==> config.mk <==
export PLATFORM = sky130hd
export DESIGN_NAME = pc_sequencer
export DESIGN_NICKNAME = d
export VERILOG_FILES = /design/src/rtl/pc_sequencer.sv
export SDC_FILE = /design/constraint.sdc
export NUM_CORES = 1
export LEC_CHECK = 0
export ABC_AREA = 1
export CORE_ASPECT_RATIO = 0.9
export CORE_MARGIN = 3
export CORE_UTILIZATION = 50
export DETAILED_ROUTE_END_ITERATION = 8
export GPL_TIMING_DRIVEN = 0
export PLACE_DENSITY = 0.79
export RECOVER_POWER = 25
export REMOVE_ABC_BUFFERS = 1
export SLEW_MARGIN = 10
export SYNTH_ARGS = -nofsm -noshare
export SYNTH_HDL_FRONTEND = slang
export SYNTH_SLANG_ARGS = --single-unit
==> constraint.sdc <==
create_clock -name clk -period 2.02 [get_ports clk]
set_input_delay 0.202 -clock clk [delete_from_list [all_inputs] [get_ports clk]]
set_output_delay 0.202 -clock clk [all_outputs]
set_load 0.01 [all_outputs]
==> src/rtl/pc_sequencer.sv <==
// Program counter sequencer fed by the branch-target lookup table.
// Runs one program per start request (IDLE -> RUN -> DONE) and counts RUN cycles.
module pc_sequencer #(
   parameter int D  = 12,
   parameter int CW = 16
) (
   input  logic          clk,
   input  logic          reset,
   input  logic          start,
   input  logic          stall,
   input  logic          halt,
   input  logic          branch_en,
   input  logic          taken,
   input  logic [D-1:0]  target,
   output logic [D-1:0]  prog_ctr,
   output logic          busy,
   output logic          done,
   output logic          bad_target,
   output logic [CW-1:0] cyc_count
);

   typedef enum logic [1:0] {
      IDLE = 2'd0,
      RUN  = 2'd1,
      DONE = 2'd2
   } state_t;

   state_t        state_p1, state_nxt;
   logic [D-1:0]  pc_p1, pc_nxt;
   logic [CW-1:0] cyc_p1, cyc_nxt;
   logic          bad_p1, bad_nxt;
   logic          redirect;

   // Plain increment wraps modulo 2^D with no flag.
   function automatic logic [D-1:0] pc_inc(input logic [D-1:0] pc);
      return pc + D'(1);
   endfunction

   // Cycle counter sticks at all-ones instead of wrapping.
   function automatic logic [CW-1:0] cyc_sat(input logic [CW-1:0] c);
      return (c == {CW{1'b1}}) ? c : c + CW'(1);
   endfunction

   // A zero target is the lookup table's invalid-index default, never a real destination.
   assign redirect = branch_en && taken && (target != '0);

   always_comb begin
      state_nxt = state_p1;
      pc_nxt    = pc_p1;
      cyc_nxt   = cyc_p1;
      bad_nxt   = bad_p1;
      case (state_p1)
         IDLE: begin
            pc_nxt = '0;
            if (start) begin
               state_nxt = RUN;
               cyc_nxt   = '0;
               bad_nxt   = 1'b0;
            end
         end
         RUN: begin
            if (start) begin
               pc_nxt  = '0;
               cyc_nxt = '0;
               bad_nxt = 1'b0;
            end else if (halt) begin
               state_nxt = DONE;
               cyc_nxt   = cyc_sat(cyc_p1);
            end else if (stall) begin
               cyc_nxt = cyc_sat(cyc_p1);
            end else begin
               cyc_nxt = cyc_sat(cyc_p1);
               if (redirect) begin
                  pc_nxt = target;
               end else begin
                  pc_nxt = pc_inc(pc_p1);
                  if (branch_en && taken) begin
                     bad_nxt = 1'b1;
                  end
               end
            end
         end
         DONE: begin
            if (start) begin
               state_nxt = RUN;
               pc_nxt    = '0;
               cyc_nxt   = '0;
               bad_nxt   = 1'b0;
            end
         end
         default: begin
            state_nxt = IDLE;
            pc_nxt    = '0;
            cyc_nxt   = '0;
            bad_nxt   = 1'b0;
         end
      endcase
   end

   // Stage p1: architectural state register
   always_ff @(posedge clk or posedge reset) begin
      if (reset) begin
         state_p1 <= IDLE;
         pc_p1    <= '0;
         cyc_p1   <= '0;
         bad_p1   <= 1'b0;
      end else begin
         state_p1 <= state_nxt;
         pc_p1    <= pc_nxt;
         cyc_p1   <= cyc_nxt;
         bad_p1   <= bad_nxt;
      end
   end

   assign prog_ctr   = pc_p1;
   assign cyc_count  = cyc_p1;
   assign bad_target = bad_p1;
   assign busy       = (state_p1 == RUN);
   assign done       = (state_p1 == DONE);

endmodule

==> metrics.md <==
| Metric | Value |
|---|---|
| Iteration-0 DRC count of the detailed router | 234 |
| Routed Antenna Nets | 0 |
| Seq/Total Area, Yosys | 0.350 |
| P&R area growth vs syn | 29.6% |
| Largest cells by area after synthesis | dfrtp_1, nand2_1, nand3_1 |
| Grt total ovfl | 0 |
| R2R Setup Slk | 0.16 ns |
| Worst Setup Start Kind | flop |
| Post-DP HPWL | 4260 um |
| Ys Warns | 0 |
| Mapped cell area | 0.00222 mm2 |
| Clock transition at path regs | 0.07 ns |
| Most numerous cell in the Yosys netlist | nand2_1 |
| Slowest-stage cell, CP | dfrtp_1 |
| Final worst-path cycle share | 0.921 |
| Hold Path Class | reg2reg |
| Top post-synthesis cells by count | nand2_1, inv_1, nand3_1, nor2_1, dfrtp_1 |
| Multi-input gate area in the final layout | 0.00124 mm2 |
| Cell Int Power | 1.09 mW |
| Final max-slew violation count | 0 |
| CTS Buf Count | 5 |
| Die Wd | 76.2 um |
| Crit-path cells | ha_2 -> nand3_2 -> nor3_4 -> nand2_1 -> nor2_2 -> nor2_4 -> buf_4 -> buf_4 -> o21ai_2 |
| CTS tree | yes |
| CTS Sinks | 31 |
| Critical Path Fanout Max | 8 |
| Ratio of cells with drive above 1 in the final layout | 0.114 |
| Part of the power in combinational logic | 0.203 |
| Worst vdd ir | 0.463 mV |
| Fill count | 377 |
| Final setup viols | 0 |
| H-tree depth | 2 |
| Clock tree buffer depth | 2 |
| Avg Cell Area, Syn | about 7 um2 |
| CP dominant cell by count | buf_4 |
| Gr usage total | 0.232 |
| First-pass GRT wire length | 9910 um |
| Clock Power Share | 0.357 |
| Unrepaired setup endpoints after global routing | false |
| Static Leak | ~1.3 nW |
| I/O pins | 50 |
| R2R Path End | cyc_count[3]$_DFFE_PP0P_ |
| Worst hold start | bad_target$_DFFE_PP0P_ |
| Number of enable flip-flop cells after synthesis | 0 |
| Vias/cell | between 5 and 6 |
| Dpl cells | between 400 and 500 |
| Seq pwr share | 0.440 |
| Initial Utilization | 0.530 |
| Input/output buffers | 49 |
| Worst slew margin | 0.210 |
| CTS root buf | clkbuf_8 |
| Placer congestion estimate | 0.918 |
| Die Ht | 69.2 um |
| Worst-margin pin slew | about 1.2 ns |
| PwrDens | around 540 mW/mm2 |
| Cell variety after synth | 31 |
| Worst Hold End | bad_target$_DFFE_PP0P_ |
| Register area | between 700 and 800 um2 |
| Initial antenna violation count | 0 |
| Reg-to-Reg Start | cyc_count[0]$_DFFE_PP0P_ |
| Net Sw Power | 0.467 mW |
| WP data required | between 2 and 2.5 ns |
| Top cell type's share of synthesized area | 0.350 |
| Post-synth top flop | dfrtp_1 |
| DRC violations left | 0 |
| Vias in the first global route | 2098 |
| Total Neg Setup Slack | 0 ns |
| # rows | 22 |
| Number of max-cap violations | 0 |
| Post-synth ARST share | 1.00 |
| Status | completed |
| Ant. Diodes | 0 |
| Final net count | 398 |
| Final Hold Vio Count | 0 |
| CP endpoint kind | flop |
| Non-Filler Instances | roughly 440 |
| Crit Path Class | reg2reg |
| Core Area | 0.00418 mm2 |
| Worst path max stage delay | 0.44 ns |
| Synth Register Bits | 31 |
| Die Footprint | 0.00527 mm2 |
| Drt total wl | a little under 6000 um |
| Clk Latency, worst-skew pair | 0.29 ns |
| Path depth of the worst reg2reg path | 9 |
| Fmax | 0.537 GHz |
| Fin crit period | 1.86 ns |
| Worst Skew | between 0.003 and 0.004 ns |
| DR WL/cell | 13.6 um |
| Yosys top cell by area | dfrtp_1 |
| Via Count | roughly 2400 |
| Crit path DAT | 2.08 ns |
| Largest net degree at the start of global routing | 32 |
| Drt first pass iters | 5 |
| Launch point of the worst path | cyc_count[0]$_DFFE_PP0P_ |
| Sw frac | 0.299 |
| Mapped Cells | roughly 320 |
| WHS Path Cells | 2 |
area by class of cell:
| type | instances | area share |
|---|---|---|
| multi-input cells | 245 | 0.431 |
| inverters | 41 | 0.0571 |
| flip-flops and latches | 31 | 0.270 |
| well taps | 60 | 0.0261 |
| clock buffers | 8 | 0.0348 |
| repair buffers | 53 | 0.181 |
worst max-delay path: cells and delay by family (launching register included):
family / cells / cell delay [ns]
simple gates: 5 / 0.64
flops: 1 / 0.44
buf+inv: 2 / 0.33
fa+ha+maj: 1 / 0.28
compound gates: 1 / 0.09
layer usage:
| layer | vias up | wire, um | global-route usage |
|---|---|---|---|
| met3 | 7 | 421 | 0.0470 |
| met4 | 0 | 66 | 0.0785 |
| met1 | 1113 | 2840 | 0.340 |
| met2 | 95 | 2640 | 0.342 |
| li1 | 1152 | - | - |
| met5 | - | 0 | 0 |
flip-flops by register name, summed over array words and instances, names as in the netlist:
| signal | count |
|---|---|
| cyc_count | 16 |
| prog_ctr | 12 |
| state_p1 | 2 |
| bad_target | 1 |
what timing repair did:
action	4_1_cts	5_1_grt
endpoints found under the setup margin	0	15
resized for setup	0	3
buffers inserted	0	4
hold buffers	0	0
logic make-up after synthesis:
group / after synthesis / share of synthesized area
AO/OA/AOI/OAI: 25 / 0.0616
XOR/XNOR: 7 / 0.0277
adder cells (fa/ha/maj): 2 / 0.0113
buffers and inverters: 48 / 0.0949
flip-flops: 31 / 0.350
AND/OR/NAND/NOR: 211 / 0.455
stage by stage:
step | utilization | setup WS, ns | cell area [um2] | hold slack, ns | power [mW]
after floorplan | - | 0.382 | 2170 | 0.306 | 0.856
after global placement | 0.654 | -0.218 | 2740 | 0.512 | 0.996
final | 0.687 | 0.159 | 2870 | 0.523 | 1.56
after global routing | 0.687 | 0.0109 | 2870 | 0.562 | 1.62
after detailed placement | 0.654 | -0.261 | 2740 | 0.507 | 1.00
after CTS | 0.678 | 0.0269 | 2840 | 0.527 | 1.55
layout by cell type, fill, tap and decap left out, types with 6 or more instances in the layout:
cell type        instances
o21ai_0                 12
nand3_1                 35
nand2_1                 95
nand3_2                  7
dfrtp_1                 31
clkbuf_8                 7
clkdlybuf4s50_1         48
nor2_1                  34
nand4_1                 14
a21oi_1                  6
inv_1                   35
worst max-delay path by stage:
stage	end	cells past startpoint
final	cyc_count[3]$_DFFE_PP0P_	9
after global placement	prog_ctr[10]$_DFFE_PP0P_	7
after floorplan	cyc_count[6]$_DFFE_PP0P_	9
after CTS	prog_ctr[0]$_DFFE_PP0P_	7
after global routing	prog_ctr[10]$_DFFE_PP0P_	8
after detailed placement	prog_ctr[0]$_DFFE_PP0P_	7
power by group through the flow:
stage | logic [mW] | clock network [mW] | registers [mW]
4_1_cts | 0.305 | 0.560 | 0.687
3_5_place_dp | 0.303 | 0 | 0.699
6_report | 0.317 | 0.557 | 0.688
3_3_place_gp | 0.298 | 0 | 0.698
5_1_grt | 0.346 | 0.583 | 0.693
2_1_floorplan | 0.154 | 0 | 0.702
No activity file was read; power rests on OpenSTA's default activity.
